<file path="config.mk">
export PLATFORM = sky130hd
export DESIGN_NAME = button_event_decoder
export DESIGN_NICKNAME = d
export VERILOG_FILES = /design/src/rtl/button_event_decoder.sv
export SDC_FILE = /design/constraint.sdc
export NUM_CORES = 1
export LEC_CHECK = 0
export ABC_AREA = 1
export BUFFER_PORTS_ARGS = -buffer_cell sky130_fd_sc_hd__buf_2
export CORE_MARGIN = 2
export CORE_UTILIZATION = 50
export CTS_CLUSTER_SIZE = 14
export DETAILED_ROUTE_END_ITERATION = 6
export PLACE_DENSITY = 0.65
export SYNTH_ARGS = -nofsm -noshare
export SYNTH_HDL_FRONTEND = slang
export SYNTH_SLANG_ARGS = --single-unit
</file>
<file path="constraint.sdc">
create_clock -name clk -period 2 [get_ports clk]
set_clock_uncertainty 0.15 [all_clocks]
set_input_delay 0.1 -clock clk [delete_from_list [all_inputs] [get_ports clk]]
set_output_delay 0.1 -clock clk [all_outputs]
set_load 0.1 [all_outputs]
</file>
<file path="src/rtl/button_event_decoder.sv">
// Decodes a debounced button level into SHORT / DOUBLE / LONG_START / REPEAT / LONG_END events,
// presented through a single-entry valid/ack register with a sticky overflow flag.
module button_event_decoder #(
    parameter int unsigned LONG_CYCLES   = 500,
    parameter int unsigned DCLICK_CYCLES = 200,
    parameter int unsigned REPEAT_CYCLES = 100,
    parameter int unsigned CNT_W         = 16
) (
    input  logic       clk,
    input  logic       rst_n,
    input  logic       btn_in,
    input  logic       evt_ack,
    input  logic       ovf_clr,
    output logic       evt_valid,
    output logic [2:0] evt_code,
    output logic       evt_ovf,
    output logic       busy
);

    typedef enum logic [2:0] {
        StIdle,
        StPressed,
        StWaitSecond,
        StSecondPressed,
        StLongHeld
    } state_e;

    localparam logic [2:0] EvtNone      = 3'd0;
    localparam logic [2:0] EvtShort     = 3'd1;
    localparam logic [2:0] EvtDouble    = 3'd2;
    localparam logic [2:0] EvtLongStart = 3'd3;
    localparam logic [2:0] EvtRepeat    = 3'd4;
    localparam logic [2:0] EvtLongEnd   = 3'd5;

    localparam logic [CNT_W-1:0] LongLast   = CNT_W'(LONG_CYCLES - 1);
    localparam logic [CNT_W-1:0] DclickLast = CNT_W'(DCLICK_CYCLES - 1);
    localparam logic [CNT_W-1:0] RepeatLast = CNT_W'(REPEAT_CYCLES - 1);

    state_e           state_q, state_d;
    logic [CNT_W-1:0] cnt_q, cnt_d;
    logic             btn_q;
    logic             rise, fall;
    logic             emit;
    logic [2:0]       emit_code;

    assign rise = btn_in & ~btn_q;
    assign fall = ~btn_in & btn_q;
    assign busy = (state_q != StIdle);

    always_comb begin
        state_d   = state_q;
        cnt_d     = cnt_q;
        emit      = 1'b0;
        emit_code = EvtNone;
        case (state_q)
            StIdle: begin
                if (rise) begin
                    state_d = StPressed;
                    cnt_d   = '0;
                end
            end
            StPressed: begin
                if (fall) begin
                    state_d = StWaitSecond;
                    cnt_d   = '0;
                end else if (cnt_q == LongLast) begin
                    state_d   = StLongHeld;
                    cnt_d     = '0;
                    emit      = 1'b1;
                    emit_code = EvtLongStart;
                end else begin
                    cnt_d = cnt_q + CNT_W'(1);
                end
            end
            StWaitSecond: begin
                if (rise) begin
                    state_d = StSecondPressed;
                    cnt_d   = '0;
                end else if (cnt_q == DclickLast) begin
                    state_d   = StIdle;
                    cnt_d     = '0;
                    emit      = 1'b1;
                    emit_code = EvtShort;
                end else begin
                    cnt_d = cnt_q + CNT_W'(1);
                end
            end
            StSecondPressed: begin
                // Hold time is irrelevant here; a second press always ends as DOUBLE.
                if (fall) begin
                    state_d   = StIdle;
                    cnt_d     = '0;
                    emit      = 1'b1;
                    emit_code = EvtDouble;
                end
            end
            StLongHeld: begin
                if (fall) begin
                    state_d   = StIdle;
                    cnt_d     = '0;
                    emit      = 1'b1;
                    emit_code = EvtLongEnd;
                end else if (cnt_q == RepeatLast) begin
                    cnt_d     = '0;
                    emit      = 1'b1;
                    emit_code = EvtRepeat;
                end else begin
                    cnt_d = cnt_q + CNT_W'(1);
                end
            end
            default: begin
                state_d = StIdle;
                cnt_d   = '0;
            end
        endcase
    end

    always_ff @(posedge clk or negedge rst_n) begin
        if (!rst_n) begin
            state_q   <= StIdle;
            cnt_q     <= '0;
            btn_q     <= 1'b0;
            evt_valid <= 1'b0;
            evt_code  <= EvtNone;
            evt_ovf   <= 1'b0;
        end else begin
            state_q <= state_d;
            cnt_q   <= cnt_d;
            btn_q   <= btn_in;
            // The FSM never waits on the consumer: an event that finds the slot full is dropped.
            if (emit && (!evt_valid || evt_ack)) begin
                evt_valid <= 1'b1;
                evt_code  <= emit_code;
            end else if (evt_ack) begin
                evt_valid <= 1'b0;
            end
            if (emit && evt_valid && !evt_ack) begin
                evt_ovf <= 1'b1;
            end else if (ovf_clr) begin
                evt_ovf <= 1'b0;
            end
        end
    end

endmodule

</file>
# Word-level counts from Yosys, hierarchy flattened
# Cells that the tools add are included.
word_totals:
  elab_cells: 72
  input_bits: 5
  out_inout_bits: 6
  ff_bits: 25
classes:
  add_sub_neg: 1
  n_reduce_logical: 13
  muxes: 36
  bitwise: 4
  eq_ne: 12
op_table:
  columns: ["cell", "count"]
  rows:
  - ["$mux W16", 8]
  - ["$pmux W16 S5", 1]
  - ["$mux W3", 8]
  - ["$pmux W3 S4", 2]
  - ["$add A16 B1 Y16 const B", 1]
  - ["$eq A16 B7 Y1 const B", 1]
  - ["$eq A16 B8 Y1 const B", 1]
  - ["$eq A16 B9 Y1 const B", 1]
  - ["$mux W1", 13]
  - ["$eq A3 B2 Y1 const B", 2]
  - ["$mux W2", 3]
  - ["$ne A3 B3 Y1 const B", 2]
  - ["$ne A2 B2 Y1 const B", 2]
  - ["$pmux W1 S4", 1]
  - ["$reduce_and A4 Y1", 1]
  - ["$reduce_bool A2 Y1", 2]
  - ["$eq A3 B1 Y1 const B", 1]
  - ["$eq A3 B3 Y1 const B", 1]
  - ["$logic_and A1 B1 Y1", 3]
  - ["$logic_not A3 Y1", 1]
  - ["$reduce_bool A3 Y1", 1]
  - ["$and A1 B1 Y1", 2]
  - ["$logic_not A1 Y1", 2]
  - ["$ne A2 B1 Y1 const B", 1]
  - ["other kinds (4)", 5]

# Longest topological paths before layout
# Gate-level depths: netlist (run 1).
logic_depth:
  word_depth: 7
  mapped_depth: 12
  ltp_nobuf: 12

# Worst setup path after synthesis (run 1)
# No wires, ideal clock.
synth_timing:
  path_type: "flip-flop to flip-flop"
  from: "register evt_valid"
  to: "register evt_code[0]"
  path_buffers: 0
  path_slack_ps: 351
  synth_period_minus_slack_ps: 1649
  required_ps: 1783
  setup_ps: 67
  arrival_time_ps: 1433
  path_stages_with_launch: 7
  cell_sequence: "dfrtp_1 -> inv_1 -> nor2_1 -> inv_1 -> nand2_4 -> nand2_1 -> nand2_1"
synth_between:
  elab_chain_cells: 3
synth_rtl:
  columns: ["element", "line", "rtl"]
  rows:
  - ["start: declaration", "14", "output logic evt_valid,"]
  - ["start signal: assignment", "123", "evt_valid <= 1'b0;"]
  - ["start signal: assignment", "132", "evt_valid <= 1'b1;"]
  - ["start signal: assignment", "135", "evt_valid <= 1'b0;"]
  - ["$logic_not A1 Y1", "131", "if (emit && (!evt_valid || evt_ack)) begin"]
  - ["$logic_or A1 B1 Y1", "131", null]
  - ["$logic_and A1 B1 Y1", "131", null]
  - ["end signal: assignment", "124", "evt_code <= EvtNone;"]
  - ["end signal: assignment", "133", "evt_code <= emit_code;"]
  - ["end: declaration", "15", "output logic [2:0] evt_code,"]
# No other way between the ends.
# A chain may end at the register's enable or synchronous reset.

# Final worst setup path (run 1)
layout_timing:
  from: "register cnt_q[0]"
  to: "register cnt_q[10]"
layout_between:
  elab_chain_cells: 4
  word_cells_on_any_way: 11
  classes_between: "add/sub: 1; eq/ne: 3; mux: 7"
layout_rtl:
  columns: ["element", "line", "rtl"]
  rows:
  - ["start: declaration", "40", "logic [CNT_W-1:0] cnt_q, cnt_d;"]
  - ["start signal: assignment", "128", "cnt_q <= cnt_d;"]
  - ["$add A16 B1 Y16 (tied with other cells)", "72, 85, 108", null]
  - ["$mux W16 (on tied branches)", "103, 66, 79", null]
  - ["$mux W16 (on tied branches)", "98, 63, 76", null]
  - ["$pmux W16 S5 (*)", "55", "case (state_q)"]
# Mark *: on every way between the ends. The rest lies on a longest branch, timed or not.

==> results of run 1 <==
==> synth_stat cells, types with 2 or more instances <==
| cell | instances | share of area |
|---|---|---|
| dfrtp_1 | 25 | 0.39 |
| a31oi_1 | 2 | 0.0078 |
| nor2_1 | 32 | 0.075 |
| nor2_2 | 8 | 0.031 |
| nor3_1 | 2 | 0.0062 |
| a21oi_1 | 4 | 0.012 |
| xnor2_1 | 2 | 0.011 |
| nand2_4 | 3 | 0.021 |
| inv_1 | 30 | 0.070 |
| inv_2 | 3 | 0.0070 |
| nand2_1 | 70 | 0.16 |
| buf_6 | 2 | 0.014 |
| nand3_1 | 20 | 0.062 |
| nand4_1 | 3 | 0.012 |
| nand3_2 | 2 | 0.012 |
| o21ai_0 | 6 | 0.019 |
| nand2_2 | 4 | 0.016 |
==> critical path, cell delays in order, from the launching register on <==
cell,delay (ns)
dfrtp_1,0.41
ha_1,0.22
nand3_1,0.16
nor2_2,0.24
nand2_1,0.09
nor2_1,0.11
nand2_1,0.06
a21oi_1,0.13
nand2_1,0.07
inv_1,0.05
==> metal layers <==
metal  track usage  vias to the layer above
met5             0                        -
met4        0.0683                        0
met3        0.0256                        5
met2         0.339                       30
met1         0.268                      625
li1              -                      741
==> flip-flops by register name, indices dropped and copies added (netlist names) <==
register,count
cnt_q,16
evt_valid,1
state_q,3
btn_q,1
evt_ovf,1
evt_code,3
==> stage by stage <==
step	setup WS, ns	cells	hold slack (ns)
2_1_floorplan	0.351	228	-0.346
3_3_place_gp	0.239	281	-0.0210
3_5_place_dp	0.266	281	-0.0180
4_1_cts	0.245	289	0.153
5_1_grt	0.0750	289	0.197
6_report	0.245	289	0.130
==> area by class of cell <==
class                      instances  area, um2  area share
tap                               44       55.1      0.0313
timing repair buffer              15       97.6      0.0555
sequential                        25        626       0.356
multi-input combinational        167        827       0.470
inverter                          34        128      0.0725
clock buffer                       4       26.3      0.0149
==> worst paths after layout <==
path	startpoint	slack [ns]	depth (start not counted)	end
worst min-delay path	rst_n	0.13	2	evt_code[1]
worst max register to register	cnt_q[0]	0.24	9	cnt_q[10]
max in group asynchronous	rst_n	1.19	2	cnt_q[12]
min in group clk	ovf_clr	0.32	3	evt_ovf
worst min register to register	evt_code[2]	0.33	2	evt_code[2]
worst max-delay path	cnt_q[0]	0.24	9	cnt_q[10]
==> power by group through the flow <==
stage | sequential, W | clock, W | combinational [W]
3_3_place_gp | 0.000606 | 0 | 0.000719
5_1_grt | 0.000605 | 0.000258 | 0.000806
2_1_floorplan | 0.000634 | 0 | 0.000570
4_1_cts | 0.000598 | 0.000239 | 0.000726
3_5_place_dp | 0.000608 | 0 | 0.000718
6_report | 0.000598 | 0.000237 | 0.000717
==> cells by family after synthesis <==
| group | Yosys count | synth area share |
|---|---|---|
| AOI/OAI and AO/OA | 13 | 0.0437 |
| xor gates and xnor gates | 3 | 0.0164 |
| adders and majority gates | 1 | 0.00781 |
| buffers and inverters | 36 | 0.0937 |
| DFF | 25 | 0.390 |
| and+or+nand+nor | 150 | 0.448 |
==> timing repair <==
action,in CTS,in global routing
endpoints found under the hold margin,29,0
endpoints found under the setup margin,0,0
hold buffers,4,0
==> flow_metrics.env, run 1 <==
export IMPL_cts_htree_levels=1
export IMPL_num_vias=1401
export IMPL_cp_end_kind="flip-flop"
export IMPL_tightestPinTransition_ns=0.582
export IMPL_wirelength_um=3150
export IMPL_ant_nets=0
export IMPL_syn_nets=234
export IMPL_hold_violations=0
export IMPL_drc=0
export IMPL_dp_hpwl_um=2350
export IMPL_cts_made_buffers=3
export IMPL_wl_met2_um=1420
export IMPL_required_ns=2.13
export IMPL_clkPwrFrac=0.152
export IMPL_top_layer_used="met4"
export IMPL_synth_warnings=0
export IMPL_cts_tree="built"
export IMPL_grt_max_degree=26
export IMPL_power_switching_w=0.000736
export IMPL_track_usage=0.202
export IMPL_syn2layout_area_growth_pct=9.76
export IMPL_slew_headroom=0.612
export IMPL_overflow=0
export IMPL_drive_gt1_frac=0.163
export IMPL_rsz0062_at_grt="false"
export IMPL_wl_met3_um=93
export IMPL_finalNetCount=252
export IMPL_dpl_cell_area_mm2=0.00169
export IMPL_place_gp_congestion=0.858
export IMPL_insertion_delay_ns=0.33
export IMPL_timing_final_crit_share=0.878
export IMPL_finalSetupViolCount=0
export IMPL_synthFlopType="dfrtp_1"
export IMPL_rows=20
export IMPL_synth_distinct_cells=27
export IMPL_design_area_mm2=0.00176
export IMPL_syn_inst=228
export IMPL_wl_met1_um=1590
export IMPL_start_util=0.525
export IMPL_viasPerCell=4.85
export IMPL_clk_pin_slew_ns=0.14
export IMPL_p_per_area_mw_per_mm2=882
export IMPL_syn_area_mm2=0.00160
export IMPL_die_y_um=60.6
export IMPL_setup_tns_final_ns=0
export IMPL_p_seq_frac=0.385
export IMPL_cts_repair_resize_count=0
export IMPL_critPathLaunchType="flip-flop"
export IMPL_hold_path_class="primary input to asynchronous set/reset pin"
export IMPL_drtPass1Iterations=4
export IMPL_routedWlPerCell_um=10.9
export IMPL_arrival_ns=1.88
export IMPL_core_area_mm2=0.00305
export IMPL_ys_seq_area_frac=0.390
export IMPL_clockBufferDepth=2
export IMPL_fmax_mhz=570
export IMPL_worstPathMaxFanout=4
export IMPL_drv_cap=0
export IMPL_maxSlewViolCount=0
export IMPL_final_core_util=0.576
export IMPL_final_cell_mix="70 x nand2_1, 32 x nor2_1, 30 x inv_1"
export IMPL_status="complete, no violations"
export IMPL_cts_root_buffer="clkbuf_4"
export IMPL_p_int_w=0.000817
export IMPL_clock_sinks=25
export IMPL_sw_frac_of_total=0.474
export IMPL_boundaryPins=11
export IMPL_final_common_cell="nand2_1"
export IMPL_die_x_um=60.6
export IMPL_leakage_nw=0.963
export IMPL_max_vdd_ir_drop_v=0.000330
export IMPL_power_w=0.00155
export IMPL_dieArea_mm2=0.00367
export IMPL_critPathKind="flip-flop to flip-flop"
export IMPL_ys_ff_latch=25
export IMPL_n_antenna_cell=0
export IMPL_nFillCells=301
export IMPL_pwr_share_comb=0.462
export IMPL_synth_edff_count=0
export IMPL_grt_pass1_vias=1272
export IMPL_grt_pass1_wl_um=5490
export IMPL_antenna_found_initial=0
export IMPL_numPortBuffers=10
export IMPL_avgSynthCellArea_um2=7.03
export IMPL_synth_async_reset_ratio=1.00
export IMPL_min_period_ns=1.76
export IMPL_post_cts_setup_buffers=0
export IMPL_drt_initial_drc_count=35
No activity file was read; power rests on OpenSTA's default activity.
==> run 2, diff against run 1 <==
- CTS_BUF_LIST: unset -> sky130_fd_sc_hd__clkbuf_4
==> run 2 against run 1 <==
Sequential cell count did not move. Global-route usage did not move. Design area grew 0.21%. Cell count unchanged. Register-to-register slack hardly changed. Sequential share of layout area decreased by 0.076 points. Combinational power hardly changed. Clock-buffer cell count unchanged. Setup slack gained 0.0029 ns.
==> flow_metrics.env, run 2 (synthesis gave the netlist of run 1 again) <==
export IMPL_drv_cap=0
export IMPL_power_switching_w=0.000729
export IMPL_viasPerCell=4.82
export IMPL_slowest_delay_ns=0.41
export IMPL_antenna_found_initial=0
export IMPL_boundaryPins=11
export IMPL_drc=0
export IMPL_min_period_ns=1.75
export IMPL_drt_initial_drc_count=32
export IMPL_p_int_w=0.000830
export IMPL_overflow=0
export IMPL_largest_register="cnt_q"
export IMPL_drive_gt1_frac=0.167
export IMPL_core_area_mm2=0.00305
export IMPL_design_area_mm2=0.00176
export IMPL_final_cell_mix="70 x nand2_1, 32 x nor2_1, 30 x inv_1"
export IMPL_cts_htree_levels=1
export IMPL_num_vias=1392
export IMPL_grt_pass1_wl_um=5490
export IMPL_cp_end_kind="flip-flop"
export IMPL_dpl_cell_area_mm2=0.00169
export IMPL_hold_path_class="primary input to asynchronous set/reset pin"
export IMPL_finalNetCount=252
export IMPL_final_common_cell="nand2_1"
export IMPL_rsz0062_at_grt="false"
export IMPL_start_util=0.525
export IMPL_dieArea_mm2=0.00367
export IMPL_critPathLaunchType="flip-flop"
export IMPL_clockBufferDepth=2
export IMPL_worst_path_dominant_cell_family="simple AND/OR/NAND/NOR gates"
export IMPL_routedWlPerCell_um=10.8
export IMPL_grt_pass1_vias=1273
export IMPL_numPortBuffers=10
export IMPL_n_antenna_cell=0
export IMPL_p_seq_frac=0.384
export IMPL_track_usage=0.202
export IMPL_place_gp_congestion=0.858
export IMPL_nFillCells=301
export IMPL_required_ns=2.12
export IMPL_ant_nets=0
export IMPL_p_per_area_mw_per_mm2=884
export IMPL_setup_ws_ns=0.248
export IMPL_critPathKind="flip-flop to flip-flop"
export IMPL_path_buf_inv=1
export IMPL_clkPwrFrac=0.158
export IMPL_syn2layout_area_growth_pct=9.99
export IMPL_setup_tns_final_ns=0
export IMPL_cts_tree="built"
export IMPL_timing_final_crit_share=0.876
export IMPL_cts_repair_resize_count=0
export IMPL_sw_frac_of_total=0.467
export IMPL_maxSlewViolCount=0
export IMPL_dp_hpwl_um=2350
export IMPL_worstPathMaxFanout=4
export IMPL_cts_made_buffers=3
export IMPL_cts_root_buffer="clkbuf_4"
export IMPL_die_y_um=60.6
export IMPL_hold_violations=0
export IMPL_clk_pin_slew_ns=0.14
export IMPL_insertion_delay_ns=0.33
export IMPL_status="complete, no violations"
export IMPL_pwr_share_comb=0.458
export IMPL_finalSetupViolCount=0
export IMPL_critPathSlowestCell="dfrtp_1"
export IMPL_tightestPinTransition_ns=0.581
export IMPL_max_vdd_ir_drop_v=0.000324
export IMPL_post_cts_setup_buffers=0
export IMPL_reg_largest_list="cnt_q x16, evt_code x3, state_q x3"
export IMPL_wirelength_um=3120
export IMPL_leakage_nw=0.966
export IMPL_slew_headroom=0.613
export IMPL_rows=20
export IMPL_largest_reg_flops=16
export IMPL_die_x_um=60.6
export IMPL_dp_slack_ns=0.266
export IMPL_ctsHoldBuffers=4
export IMPL_crit_chain="ha_1, nand3_1, nor2_2, nand2_1, nor2_1, nand2_1, a21oi_1, nand2_1, inv_1"
export IMPL_drtPass1Iterations=4
export IMPL_fmax_mhz=571
export IMPL_arrival_ns=1.88
export IMPL_crit_top_cell="nand2_1"
export IMPL_grt_max_degree=26
export IMPL_clock_sinks=25
[run 2: cell types whose count changed in the layout (fill, tap and decap cells not counted)]
cell,previous run,this run
clkbuf_1,1,0
clkbuf_4,3,4
[run 2: metrics by stage]
step	instances	hold slack (ns)	util	power [W]
floorplan	228	-0.346	-	0.00120
global placement	281	-0.0210	0.555	0.00133
detailed placement	281	-0.0180	0.555	0.00133
CTS	289	0.153	0.577	0.00158
global route	289	0.197	0.577	0.00168
finish	289	0.133	0.577	0.00156
[run 2: metal layers]
layer | part of all wire | global-route usage | up-vias
met2 | 0.46 | 0.339 | 24
met4 | 0.015 | 0.0683 | 0
met5 | 0 | 0 | -
li1 | - | - | 742
met1 | 0.50 | 0.268 | 621
met3 | 0.031 | 0.0256 | 5
[run 2: worst paths after layout]
kind / cells after the start / startpoint / slack [ns] / to
worst min register to register: 2 / evt_code[2] / 0.33 / evt_code[2]
min in group clk: 3 / ovf_clr / 0.33 / evt_ovf
worst min-delay path: 2 / rst_n / 0.13 / evt_code[1]
worst max-delay path: 9 / cnt_q[0] / 0.25 / cnt_q[10]
max in group asynchronous: 2 / rst_n / 1.18 / cnt_q[12]
worst max register to register: 9 / cnt_q[0] / 0.25 / cnt_q[10]
[run 2: cell type report]
type	instances	area [um2]	share of cell area
repair buffers	15	97.6	0.0554
well taps	44	55.1	0.0312
multi-input cells	167	827	0.469
flip-flops and latches	25	626	0.355
clock buffers	4	30.0	0.0170
inverters	34	128	0.0724
[run 2: power by group through the flow]
| stage | Clock, W | Sequential, W | Combinational [W] |
|---|---|---|---|
| after floorplan | 0 | 0.000634 | 0.000570 |
| after global placement | 0 | 0.000606 | 0.000719 |
| after detailed placement | 0 | 0.000608 | 0.000718 |
| after CTS | 0.000251 | 0.000598 | 0.000726 |
| after global routing | 0.000271 | 0.000605 | 0.000806 |
| final | 0.000246 | 0.000598 | 0.000714 |
==> run 3, diff against run 2 <==
- CTS_BUF_LIST: sky130_fd_sc_hd__clkbuf_4 -> sky130_fd_sc_hd__clkbuf_16
==> run 3 against run 2 <==
Cell count unchanged. Non-clock buffer count unchanged. Routed wire length up 1.0%. Highest routed layer unchanged. Global-route usage about the same. Largest power group unchanged. Clock-buffer cell count down 1. Setup slack worse by 0.062 ns. Sequential cell count unchanged. Core utilization up 1.6 points. Register-to-register slack better by 0.02 ns. Sequential share of layout area down 0.96 points. Via count down 0.36%. First-iteration DRC count up 13%.
==> flow_metrics.env, run 3 (synthesis gave the netlist of run 1 again) <==
export IMPL_p_per_area_mw_per_mm2=965
export IMPL_grt_max_degree=26
export IMPL_cp_end_kind="flip-flop"
export IMPL_drtPass1Iterations=4
export IMPL_critPathKind="primary input to flip-flop"
export IMPL_routedWlPerCell_um=10.9
export IMPL_drt_initial_drc_count=36
export IMPL_hold_path_class="primary input to asynchronous set/reset pin"
export IMPL_clockBufferDepth=2
export IMPL_finalNetCount=252
export IMPL_status="complete, no violations"
export IMPL_insertion_delay_ns=0.25
export IMPL_die_y_um=60.6
export IMPL_final_cell_mix="70 x nand2_1, 32 x nor2_1, 31 x inv_1"
export IMPL_boundaryPins=11
export IMPL_ant_nets=0
export IMPL_overflow=0
export IMPL_slew_headroom=0.614
export IMPL_worstPathMaxFanout=14
export IMPL_cts_root_buffer="clkbuf_16"
export IMPL_largest_register="cnt_q"
export IMPL_core_area_mm2=0.00305
export IMPL_rsz0062_at_grt="false"
export IMPL_clock_sinks=25
export IMPL_critPathLaunchType="primary input"
export IMPL_drv_cap=0
export IMPL_slowest_delay_ns=0.53
export IMPL_track_usage=0.201
export IMPL_rows=20
export IMPL_die_x_um=60.6
export IMPL_cts_repair_resize_count=0
export IMPL_grt_pass1_vias=1293
export IMPL_min_period_ns=1.81
export IMPL_numPortBuffers=10
export IMPL_num_vias=1387
export IMPL_max_vdd_ir_drop_v=0.000386
export IMPL_grt_pass1_wl_um=5530
export IMPL_drc=0
export IMPL_setup_tns_final_ns=0
export IMPL_r2r_start="btn_q"
export IMPL_timing_final_crit_share=0.907
export IMPL_syn2layout_area_growth_pct=13.0
export IMPL_crit_chain="dlygate4sd3_1, buf_2, nor2_4, inv_2, nand2_1, nand2_2, inv_2, nand3_2, nand2_1, inv_1"
export IMPL_setup_ws_ns=0.185
export IMPL_maxSlewViolCount=0
export IMPL_dieArea_mm2=0.00367
export IMPL_cts_made_buffers=3
export IMPL_critPathSlowestCell="dlygate4sd3_1"
export IMPL_dp_slack_ns=0.266
export IMPL_wirelength_um=3160
export IMPL_cts_htree_levels=1
export IMPL_hold_violations=0
export IMPL_place_gp_congestion=0.858
export IMPL_worst_path_dominant_cell_family="buffers and inverters"
export IMPL_required_ns=2.00
export IMPL_drive_gt1_frac=0.163
export IMPL_start_util=0.525
export IMPL_antenna_found_initial=0
export IMPL_cts_tree="built"
export IMPL_fmax_mhz=551
export IMPL_n_antenna_cell=0
export IMPL_viasPerCell=4.80
export IMPL_clk_pin_slew_ns=0.06
export IMPL_leakage_nw=0.990
export IMPL_arrival_ns=1.82
export IMPL_final_common_cell="nand2_1"
export IMPL_dp_hpwl_um=2350
export IMPL_nFillCells=299
export IMPL_path_buf_inv=5
export IMPL_final_core_util=0.593
export IMPL_tightestPinTransition_ns=0.580
export IMPL_largest_reg_flops=16
export IMPL_crit_path_start="btn_in"
export IMPL_reg_largest_list="cnt_q x16, evt_code x3, state_q x3"
export IMPL_finalSetupViolCount=0
## run 3: cell count changes in the layout (fill, tap and decap cells not counted)
cell,before,now
clkbuf_16,0,3
clkbuf_4,4,0
inv_1,30,31
## run 3: routing by layer
| metal | vias to the layer above | GRT usage | routed length [um] |
|---|---|---|---|
| met4 | 0 | 0.0590 | 15 |
| met2 | 23 | 0.344 | 1500 |
| met5 | - | 0 | 0 |
| met1 | 619 | 0.271 | 1550 |
| met3 | 2 | 0.0192 | 89 |
| li1 | 743 | - | - |
## run 3: area by class of cell
cell class | instances | area [um2] | share of cell area
multi-input combinational | 167 | 827 | 0.456
sequential | 25 | 626 | 0.345
inverter | 34 | 128 | 0.0704
timing repair buffer | 15 | 97.6 | 0.0539
clock buffer | 3 | 75.1 | 0.0414
tap | 44 | 55.1 | 0.0304
clock inverter | 1 | 3.75 | 0.00207
## run 3: repair_timing
item	4_1_cts	5_1_grt
buffers inserted	0	0
hold buffers	4	0
hold endpoints to repair	27	0
## run 3: power breakdown
part	switching (W)	internal [W]
Combinational	0.000528	0.000186
Clock	0.000168	0.000267
Sequential	0.0000467	0.000553
## run 3: path summary, 6_finish.rpt
| kind | endpoint | slack [ns] | depth (start not counted) |
|---|---|---|---|
| max | cnt_q[7] | 0.19 | 10 |
| min | evt_code[1] | 0.23 | 2 |
| max reg2reg | cnt_q[7] | 0.27 | 8 |
| min reg2reg | evt_code[2] | 0.31 | 2 |
| max in group asynchronous | cnt_q[12] | 1.09 | 2 |
| min in group clk | evt_code[2] | 0.31 | 2 |
## run 3: per-stage QoR
stage | hold slack [ns] | cell area (um2) | instances | total power (W)
6_report | 0.226 | 1810 | 289 | 0.00175
4_1_cts | 0.242 | 1810 | 289 | 0.00177
5_1_grt | 0.304 | 1810 | 289 | 0.00187
3_3_place_gp | -0.0210 | 1690 | 281 | 0.00133
3_5_place_dp | -0.0180 | 1690 | 281 | 0.00133
2_1_floorplan | -0.346 | 1600 | 228 | 0.00120
## run 3: worst reg2reg max path: stages, from the launching register on
cell	delay, ns
dfrtp_1	0.36
inv_1	0.12
nand2_1	0.14
nand3_1	0.12
nand2_2	0.16
inv_2	0.26
nand3_2	0.18
nand2_1	0.10
inv_1	0.04
